[src/rtl/tile_xy_inj_sched.sv]
// -----------------------------------------------------------------------------
// tile_xy_inj_sched
//
// Injection scheduler for one tile's X/Y mesh write-request FIFO. NREQ local
// requesters share the single per-cycle injection slot. Each request travels
// either "back" (target X <= TILE_X) or "fwd" (target X > TILE_X). A credit
// counter per direction keeps the downstream ring queues from overflowing.
// A drain sequence waits for all credits to return before tile
// reconfiguration or flush.
//
// Ports:
//   clk, rst      clock; synchronous active-high reset
//   req_valid     per-requester request pending
//   req_addr      per-requester address, packed NREQ x ADDR_W; [1:0] = target X
//   req_size      per-requester size/attributes, packed NREQ x SZ_W
//   req_ready     one-hot grant (combinational); transfer on valid & ready
//   inj_en        registered injection strobe, one cycle after the transfer
//   inj_addr      registered granted address (holds when inj_en = 0)
//   inj_size      registered granted size (holds when inj_en = 0)
//   inj_dir       registered granted direction, 0 = back, 1 = fwd
//   credit_ret    per-direction credit return pulse, [0] = back, [1] = fwd
//   drain_req     level drain request
//   drain_done    one-cycle pulse when the drain completes
//   credit_ovf    sticky: a credit came back while its counter was full
// -----------------------------------------------------------------------------
module tile_xy_inj_sched #(
   parameter int NREQ    = 4,
   parameter int CREDITS = 8,
   parameter int ADDR_W  = 37,
   parameter int SZ_W    = 12,
   parameter int TILE_X  = 0,
   parameter int AGE_MAX = 15
) (
   input  logic                   clk,
   input  logic                   rst,
   input  logic [NREQ-1:0]        req_valid,
   input  logic [NREQ*ADDR_W-1:0] req_addr,
   input  logic [NREQ*SZ_W-1:0]   req_size,
   output logic [NREQ-1:0]        req_ready,
   output logic                   inj_en,
   output logic [ADDR_W-1:0]      inj_addr,
   output logic [SZ_W-1:0]        inj_size,
   output logic                   inj_dir,
   input  logic [1:0]             credit_ret,
   input  logic                   drain_req,
   output logic                   drain_done,
   output logic                   credit_ovf
);

   localparam int PTR_W = (NREQ > 1) ? $clog2(NREQ) : 1;
   localparam int AGE_W = (AGE_MAX > 1) ? $clog2(AGE_MAX + 1) : 1;

   localparam logic [3:0]       CRED_MAX = 4'(CREDITS);
   localparam logic [AGE_W-1:0] AGE_SAT  = AGE_W'(AGE_MAX);
   localparam logic [1:0]       TILE_X2  = 2'(TILE_X);
   localparam logic [PTR_W-1:0] LAST_IDX = PTR_W'(NREQ - 1);

   // ST_HOLD: a drain already completed for the current drain_req level;
   // it behaves like ST_DRAIN but never signals completion again, so a
   // fresh pulse needs drain_req to drop (back to RUN) and rise again.
   typedef enum logic [1:0] {
      ST_RUN,
      ST_DRAIN,
      ST_DONE,
      ST_HOLD
   } state_t;

   state_t             state_q;
   logic [3:0]         credit_q [2];
   logic [3:0]         credit_d [2];
   logic               ovf_hit;
   logic [PTR_W-1:0]   rr_ptr_q;
   logic [AGE_W-1:0]   age_q [NREQ];

   logic [NREQ-1:0]    req_dir;
   logic [NREQ-1:0]    elig;
   logic [NREQ-1:0]    starved;
   logic [NREQ-1:0]    grant_oh;
   logic               grant_any;
   logic [PTR_W-1:0]   grant_idx;
   logic [PTR_W-1:0]   rr_idx;
   logic               grant_dir;
   logic [ADDR_W-1:0]  grant_addr;
   logic [SZ_W-1:0]    grant_size;
   logic [1:0]         take;
   logic               all_home;

   // Per-requester direction, eligibility and starvation.
   // Nothing is eligible while rst is high, so no transfer is ever
   // signalled to a requester in a cycle whose effects reset discards.
   always_comb begin
      for (int unsigned i = 0; i < NREQ; i++) begin
         req_dir[i] = (req_addr[i*ADDR_W +: 2] > TILE_X2);
         elig[i]    = req_valid[i] && (credit_q[req_dir[i]] != '0) &&
                      (state_q == ST_RUN) && !rst;
         starved[i] = elig[i] && (age_q[i] >= AGE_SAT);
      end
   end

   // Selection: lowest-index starved requester wins outright; otherwise
   // the first eligible requester at or after rr_ptr, wrapping.
   always_comb begin
      grant_oh  = '0;
      grant_idx = '0;
      grant_any = 1'b0;
      rr_idx    = '0;
      for (int unsigned i = 0; i < NREQ; i++) begin
         if (!grant_any && starved[i]) begin
            grant_any = 1'b1;
            grant_idx = PTR_W'(i);
         end
      end
      for (int unsigned k = 0; k < NREQ; k++) begin
         rr_idx = PTR_W'((32'(rr_ptr_q) + k) % NREQ);
         if (!grant_any && elig[rr_idx]) begin
            grant_any = 1'b1;
            grant_idx = rr_idx;
         end
      end
      if (grant_any) begin
         grant_oh[grant_idx] = 1'b1;
      end
   end

   assign req_ready = grant_oh;

   // Payload of the granted requester.
   always_comb begin
      grant_dir  = 1'b0;
      grant_addr = '0;
      grant_size = '0;
      for (int unsigned i = 0; i < NREQ; i++) begin
         if (grant_oh[i]) begin
            grant_dir  = req_dir[i];
            grant_addr = req_addr[i*ADDR_W +: ADDR_W];
            grant_size = req_size[i*SZ_W +: SZ_W];
         end
      end
   end

   assign take = {grant_any & grant_dir, grant_any & ~grant_dir};

   // Credit update: a grant and a return on the same direction cancel;
   // a lone return on a full counter is dropped and flagged.
   always_comb begin
      ovf_hit = 1'b0;
      for (int unsigned d = 0; d < 2; d++) begin
         credit_d[d] = credit_q[d];
         if (take[d] && !credit_ret[d]) begin
            credit_d[d] = credit_q[d] - 1'b1;
         end else if (credit_ret[d] && !take[d]) begin
            if (credit_q[d] == CRED_MAX) begin
               ovf_hit = 1'b1;
            end else begin
               credit_d[d] = credit_q[d] + 1'b1;
            end
         end
      end
   end

   assign all_home = (credit_q[0] == CRED_MAX) && (credit_q[1] == CRED_MAX) && !inj_en;

   always_ff @(posedge clk) begin
      if (rst) begin
         state_q     <= ST_RUN;
         credit_q[0] <= CRED_MAX;
         credit_q[1] <= CRED_MAX;
         rr_ptr_q    <= '0;
         for (int unsigned i = 0; i < NREQ; i++) begin
            age_q[i] <= '0;
         end
         inj_en      <= 1'b0;
         inj_addr    <= '0;
         inj_size    <= '0;
         inj_dir     <= 1'b0;
         drain_done  <= 1'b0;
         credit_ovf  <= 1'b0;
      end else begin
         inj_en <= grant_any;
         if (grant_any) begin
            inj_addr <= grant_addr;
            inj_size <= grant_size;
            inj_dir  <= grant_dir;
            rr_ptr_q <= (grant_idx == LAST_IDX) ? '0 : grant_idx + 1'b1;
         end

         credit_q[0] <= credit_d[0];
         credit_q[1] <= credit_d[1];
         if (ovf_hit) begin
            credit_ovf <= 1'b1;
         end

         // Age counts cycles spent waiting with a request up, saturating.
         for (int unsigned i = 0; i < NREQ; i++) begin
            if (!req_valid[i] || grant_oh[i]) begin
               age_q[i] <= '0;
            end else if (age_q[i] != AGE_SAT) begin
               age_q[i] <= age_q[i] + 1'b1;
            end
         end

         drain_done <= 1'b0;
         case (state_q)
            ST_RUN: begin
               if (drain_req) begin
                  state_q <= ST_DRAIN;
               end
            end
            ST_DRAIN: begin
               if (!drain_req) begin
                  state_q <= ST_RUN;
               end else if (all_home) begin
                  state_q    <= ST_DONE;
                  drain_done <= 1'b1;
               end
            end
            ST_DONE: begin
               state_q <= drain_req ? ST_HOLD : ST_RUN;
            end
            ST_HOLD: begin
               if (!drain_req) begin
                  state_q <= ST_RUN;
               end
            end
            default: begin
               state_q <= ST_RUN;
            end
         endcase
      end
   end

endmodule

[config.mk]
export PLATFORM = sky130hd
export DESIGN_NAME = tile_xy_inj_sched
export DESIGN_NICKNAME = d
export VERILOG_FILES = /design/src/rtl/tile_xy_inj_sched.sv
export SDC_FILE = /design/constraint.sdc
export NUM_CORES = 1
export LEC_CHECK = 0
export CORE_ASPECT_RATIO = 0.8
export CORE_MARGIN = 2
export CORE_UTILIZATION = 42
export CTS_BUF_LIST = sky130_fd_sc_hd__clkbuf_4
export DETAILED_ROUTE_END_ITERATION = 16
export PLACE_DENSITY = 0.83
export REMOVE_ABC_BUFFERS = 1
export SETUP_SLACK_MARGIN = 0.2
export SYNTH_ARGS = -nofsm -noshare
export SYNTH_HDL_FRONTEND = slang
export SYNTH_SLANG_ARGS = --single-unit
[constraint.sdc]
create_clock -name clk -period 6.4 [get_ports clk]
set_input_delay 1.28 -clock clk [delete_from_list [all_inputs] [get_ports clk]]
set_output_delay 1.28 -clock clk [all_outputs]
set_load 0.01 [all_outputs]
==> Yosys cells after proc, flatten, opt, wreduce, memory -nomap -nowiden <==
Memories as Yosys holds them, arrays and structs flattened.
Cells that the tools add are included.
{ "word_totals": {"ff_bits": 57, "ram_bits": 24, "output_inout_bits": 57, "memories": 2} }
{ "mem_list": {"columns": ["name", "depth", "width", "rd", "rd_ports_with_merged_regs", "wr", "line", "text"], "rows": [
  ["age_q", 4, 4, 4, 0, 4, "73", "logic [AGE_W-1:0] age_q [NREQ];"],
  ["credit_q", 2, 4, 6, 0, 2, "69", "logic [3:0] credit_q [2];"]
]} }
{ "classes": {"n_addsub": 12, "magnitude_cmp": 14, "n_eq_ne": 13, "muxes": 99, "n_bitwise": 15, "n_reduce_logical": 58} }
{ "ops": {"columns": ["cell", "n"], "rows": [
  ["two-way mux 37 bit", 4],
  ["two-way mux 4 bit", 17],
  ["two-way mux 1 bit", 56],
  ["two-way mux 12 bit", 4],
  ["logical AND 1 bit", 30],
  ["adder 4 x 1 -> 4 bit, second input constant", 6],
  ["two-way mux 2 bit", 12],
  ["zero test 1 bit", 17],
  ["greater-or-equal comparator 4 bit, second input constant", 4],
  ["!= test 4 bit, second input constant", 4],
  ["nonzero test 4 bit", 4],
  ["< comparator 2 x 3 -> 1 bit, second input constant", 5],
  ["OR 1 bit", 10],
  ["binary-select mux 1 bit (select 2 bit)", 4],
  ["equality test 4 bit, second input constant", 2],
  ["greater-than comparator 2 x 1 -> 1 bit, second input constant", 4],
  ["one-hot mux 2 bit (4 select lines)", 1],
  ["subtractor 4 x 1 -> 4 bit, second input constant", 2],
  ["equality test 2 bit, second input constant", 3],
  ["adder 2 x 1 -> 2 bit, second input constant", 2],
  ["adder 2 bit, second input constant", 2],
  ["logical OR 1 bit", 4],
  ["!= test 2 bit, second input constant", 2],
  ["!= test 3 bit, second input constant", 1],
  ["other kinds (8)", 11]
]} }

==> Longest topological paths before layout <==
An unclocked memory read counts as a cell.
{ "logic_depth": {"ltp_word": 47, "depth_mapped": 22, "mapped_depth_nobuf": 21} }

==> Worst setup path before layout <==
Ideal clock, no wire load.
{ "synth_timing": {"kind": "input to output", "startpoint": "input req_addr[74]", "endpoint": "output req_ready[2]", "t_arrival_ns": 4.271, "slack_ns": 0.849, "stages": 12, "path_buffers": 3, "cell_sequence": "nor2_1 > mux2i_1 > a22oi_1 > mux4_2 > nand2_1 > nor2_1 > o32ai_1 > ha_1 > clkbuf_1 > buf_1 > clkbuf_1 > and2_1"} }
{ "synth_between": {"elab_chain_cells": 29} }
{ "synth_rtl": {"columns": ["element", "line", "text"], "rows": [
  ["start, declared", "37", "input logic [NREQ*ADDR_W-1:0] req_addr,"],
  ["greater-than comparator 2 x 1 -> 1 bit *", "93", "req_dir[i] = (req_addr[i*ADDR_W +: 2] > TILE_X2);"],
  ["memory read (2 x 4 bit) *", null, null],
  ["nonzero test 4 bit *", "94", "elig[i] = req_valid[i] && (credit_q[req_dir[i]] != '0) &&"],
  ["logical AND 1 bit * (2 in a row)", "94", null],
  ["logical AND 1 bit *", "95", "(state_q == ST_RUN) && !rst;"],
  ["logical AND 1 bit", "96", "starved[i] = elig[i] && (age_q[i] >= AGE_SAT);"],
  ["logical AND 1 bit", "108", "if (!grant_any && starved[i]) begin"],
  ["two-way mux 1 bit", "108", null],
  ["[12 not listed]", null, null],
  ["zero test 1 bit", "115", "if (!grant_any && elig[rr_idx]) begin"],
  ["logical AND 1 bit", "115", null],
  ["two-way mux 2 bit", "115", null],
  ["< comparator 2 x 3 -> 1 bit (implied by the code) / greater-or-equal comparator 2 x 1 -> 1 bit (equally long branches)", "121", "grant_oh[grant_idx] = 1'b1;"],
  ["logical AND 1 bit (implied by the code)", "121", null],
  ["two-way mux 1 bit (implied by the code)", "121", null],
  ["demux 1 bit (select 2 bit)", "121", null],
  ["two-way mux 4 bit *", "120", "if (grant_any) begin"],
  ["end, declared", "39", "output logic [NREQ-1:0] req_ready,"]
]} }
Every way passes the cells marked *; elsewhere a longest branch is shown, timed or not. The select of a mux whose other input is x is not followed.

==> Final worst setup path <==
{ "layout_timing": {"startpoint": "input req_addr[111]", "endpoint": "output req_ready[3]"} }
{ "layout_between": {"elab_chain_cells": 26} }
{ "layout_rtl": {"columns": ["element", "line"], "rows": [
  ["greater-than comparator 2 x 1 -> 1 bit *", "93"],
  ["memory read (2 x 4 bit) *", null],
  ["nonzero test 4 bit *", "94"],
  ["logical AND 1 bit * (2 in a row)", "94"],
  ["logical AND 1 bit *", "95"],
  ["logical AND 1 bit", "96"],
  ["logical AND 1 bit", "108"],
  ["two-way mux 1 bit", "108"],
  ["[9 not listed]", null],
  ["zero test 1 bit", "115"],
  ["logical AND 1 bit", "115"],
  ["two-way mux 2 bit", "115"],
  ["< comparator 2 x 3 -> 1 bit (implied by the code) / greater-or-equal comparator 2 x 1 -> 1 bit (equally long branches)", "121"],
  ["logical AND 1 bit (implied by the code)", "121"],
  ["two-way mux 1 bit (implied by the code)", "121"],
  ["demux 1 bit (select 2 bit)", "121"],
  ["two-way mux 4 bit *", "120"]
]} }
Marked as above.

==> out/metrics.yaml <==
grt:
  grt_util_all_layers_pct: 26.1
  grt_pass1_wl_um: 28500
  grt_pass1_vias: 5833
  antenna_found_initial: 0
  grt_max_degree: 96
  gr-total-overflow: 0
pwr:
  combPwrFrac_pct: 69.5
  pwr-share-clk_pct: 8.6
  max-vdd-ir-drop_v: 0.000277
  p_leak_nw: 3.08
  power_w: 0.00362
  p_sw_w: 0.00164
  powerDensity_nw_per_um2: 437
  p_int_w: 0.00198
  seqPwrFrac_pct: 22.0
  swShare_pct: 45.3
sta:
  finalCritPeriodShare_pct: 94.9
  max_freq_mhz: 165
  finalCriticalPeriod_ns: 6.07
  tightest_slew_ns: 0.959
  fin_skew_ns: 0.0184
  setup_viol: 0
  hold_viol_final: 0
  max_slew_margin_pct: 36.1
  slew_viol_final: 0
  rsz0062_at_grt: "true"
setup_path:
  arrival_ns: 4.79
  r2r_cells: 21
  worstPathMaxFanout: 9
  reg2reg_to: "credit_q[1][3]$_SDFFE_PP1P_"
  cp.required_ns: 5.12
  worst_setup_path_end_kind: "output port"
  start_kind: "input port"
  r2r_slack_ns: 0.96
  crit_type: "input port to output port"
  critPathLaunch: "req_addr[111]"
  cpMostUsedCell: "clkdlybuf4s50_1"
  critical_path.endpoint: "req_ready[3]"
  crit_chain: "clkdlybuf4s50_1 -> nor2_2 -> mux2i_2 -> a22oi_1 -> mux4_2 -> nand2_1 -> nor2_1 -> o32ai_1 -> buf_4 -> ha_4 -> and2_1 -> clkdlybuf4s50_1"
  cpMaxStageDelayCell: "clkdlybuf4s50_1"
  slowest_delay_ns: 0.56
  r2r-start: "credit_q[0][0]$_SDFFE_PP0P_"
synthesis:
  yosysSeqAreaShare_pct: 33.3
  syn_inst: 633
  syn_area_per_cell_um2: 8.44
  synth_common_cells: "a21oi_1, dfxtp_1, nor2_1, a221o_1"
  synth.distinct_cells: 60
  synth_edf_count: 16
  netlist_area_um2: 5350
  yosysTopAreaCell: "dfxtp_1"
  synth_ff_type: "dfxtp_1"
  synth_warnings: 0
  async_flop_share_pct: 0
  synth_area_leaders: "dfxtp_1, edfxtp_1, a221o_1"
  synth_top_area_share_pct: 24.3
  ys_ff_latch: 81
  synth.most_common_cell: "a21oi_1"
route:
  drc: 0
  drt_first_pass_iters: 5
  avgViaCountPerCell: 5.67
  postRouteAntennaNets: 0
  num_vias: 5943
  wl_per_cell_um: 17.6
  drt_wl_total_um: 18400
  drt-initial-drc-count: 291
min_path:
  hold_class: "flip-flop to flip-flop"
layout:
  multiInputGateArea_um2: 3320
  fin_util_pct: 67.5
  nets: 1095
  num_antenna_cells: 0
  area_growth_pct: 55.2
  ff_latch_area_um2: 1780
  final_area_um2: 8300
  fillerInstances: 1003
  drive_gt1_share_pct: 6.73
clock_tree:
  cts_root_buffer: "clkbuf_4"
  cts.sinks: 81
  cts_buffer_depth: 2
  clock_latency_ns: 0.44
  hold_buffers: 0
  clk_pin_slew_ns: 0.13
  h-tree-depth: 3
  cts_inserted_buffers: 9
  cts_tree: "built"
die:
  initial_utilization_pct: 43.5
  coreArea_um2: 12300
  pin_count: 262
  die_x_um: 130
  rows: 36
  design.die.area_um2: 13700
  die_h_um: 105
placement:
  hpwl_um: 13900
  gp_congestion: 0.849
  io_buffer_count: 261
  place_area_um2: 8130
flow_run:
  maxCapViolations: 0
outcome:
  status: "complete, no violations"
[per-stage QoR]
stage | TNS (ns) | cells | hold WS, ns | setup WS [ns]
2_1_floorplan | -0.479 | 583 | 0.470 | -0.248
4_1_cts | 0 | 1046 | 0.466 | 0.236
5_1_grt | 0 | 1048 | 0.487 | 0.161
3_5_place_dp | -0.127 | 1030 | 0.447 | -0.0787
3_3_place_gp | 0 | 1030 | 0.437 | 0.0794
6_report | 0 | 1048 | 0.464 | 0.326
[final cells by class]
| type | instances | share of cell area (%) |
|---|---|---|
| multi-input combinational | 478 | 40.1 |
| timing repair buffer | 278 | 33.1 |
| sequential | 81 | 21.5 |
| tap | 171 | 2.58 |
| inverter | 24 | 1.09 |
| clock buffer | 10 | 0.905 |
| clock inverter | 6 | 0.784 |
[critical path: cells and delay by family]
kind / cells / cell delay, ns
fa+ha+maj: 1 / 0.18
buf+inv: 3 / 1.20
mux: 2 / 0.89
compound gates: 2 / 0.59
simple gates: 4 / 0.64
[worst min-delay path by stage]
stage	endpoint	start	depth (start not counted)	slack (ns)
floorplan	inj_addr[22]$_SDFFE_PP0P_	inj_addr[22]$_SDFFE_PP0P_	2	0.47
finish	inj_addr[29]$_SDFFE_PP0P_	inj_addr[29]$_SDFFE_PP0P_	2	0.46
detailed placement	inj_addr[26]$_SDFFE_PP0P_	inj_addr[26]$_SDFFE_PP0P_	2	0.45
CTS	inj_addr[26]$_SDFFE_PP0P_	inj_addr[26]$_SDFFE_PP0P_	2	0.47
global route	inj_addr[27]$_SDFFE_PP0P_	inj_addr[27]$_SDFFE_PP0P_	2	0.49
global placement	inj_addr[32]$_SDFFE_PP0P_	inj_addr[32]$_SDFFE_PP0P_	2	0.44
[kinds of logic (layout without fill, tap and decap cells)]
| kind of cell | Yosys count | count (layout) | share of synthesized area [%] |
|---|---|---|---|
| AO/OA/AOI/OAI | 212 | 212 | 29.1 |
| buffers and inverters | 74 | 318 | 5.45 |
| AND/OR/NAND/NOR | 226 | 226 | 23.1 |
| adder cells (fa/ha/maj) | 18 | 18 | 4.49 |
| flip-flops | 81 | 81 | 33.3 |
| XOR/XNOR | 13 | 13 | 2.13 |
| multiplexers | 9 | 9 | 2.39 |
[power groups by stage]
stage | Sequential (W) | Clock (W) | Combinational [W]
2_1_floorplan | 0.000843 | 0 | 0.00149
3_3_place_gp | 0.000797 | 0 | 0.00241
3_5_place_dp | 0.000805 | 0 | 0.00249
4_1_cts | 0.000796 | 0.000321 | 0.00250
5_1_grt | 0.000816 | 0.000342 | 0.00277
6_report | 0.000796 | 0.000310 | 0.00252
[timing repair]
| item | in CTS | in global routing |
|---|---|---|
| resized for setup | 1 | 5 |
| endpoints found under the setup margin | 1 | 7 |
| pin swaps | 0 | 1 |
| setup buffers | 0 | 2 |
[layout by cell type, fill, tap and decap left out, types with 2 or more instances in the layout]
master	count
nand2b_1	5
clkdlybuf4s50_1	260
a22oi_1	14
ha_1	12
inv_1	23
or3_1	3
nor2_1	49
nand2_1	38
a221oi_1	9
o31ai_1	31
nor4_2	2
buf_4	16
nor3_1	17
and3_1	6
ha_2	3
clkbuf_4	10
dfxtp_1	65
a21oi_1	68
a21o_1	4
o21bai_1	4
edfxtp_1	16
and2_1	12
o21ai_0	11
o32a_1	2
nor2b_1	34
or4_4	2
mux2i_1	4
nor2_2	2
mux4_2	2
nand3_1	10
nand3b_1	37
fa_1	2
a221o_1	40
a211oi_1	12
xnor2_1	12
mux2i_2	2
[layer usage]
metal / part of all wire, % / global-route usage [%] / up-vias / routed length, um
li1: - / - / 2850 / -
met1: 39 / 31.2 / 2762 / 7210
met2: 50 / 44.9 / 295 / 9140
met3: 8.8 / 7.07 / 36 / 1620
met4: 2.4 / 8.68 / 0 / 447
met5: 0 / 0 / - / 0
[flip-flops by register name, indices dropped and copies added (netlist names)]
name,cells
credit_q,8
drain_done,1
credit_ovf,1
age_q,16
inj_dir,1
inj_size,12
rr_ptr_q,2
inj_en,1
inj_addr,37
state_q,2
(Power assumes the default switching activity.)
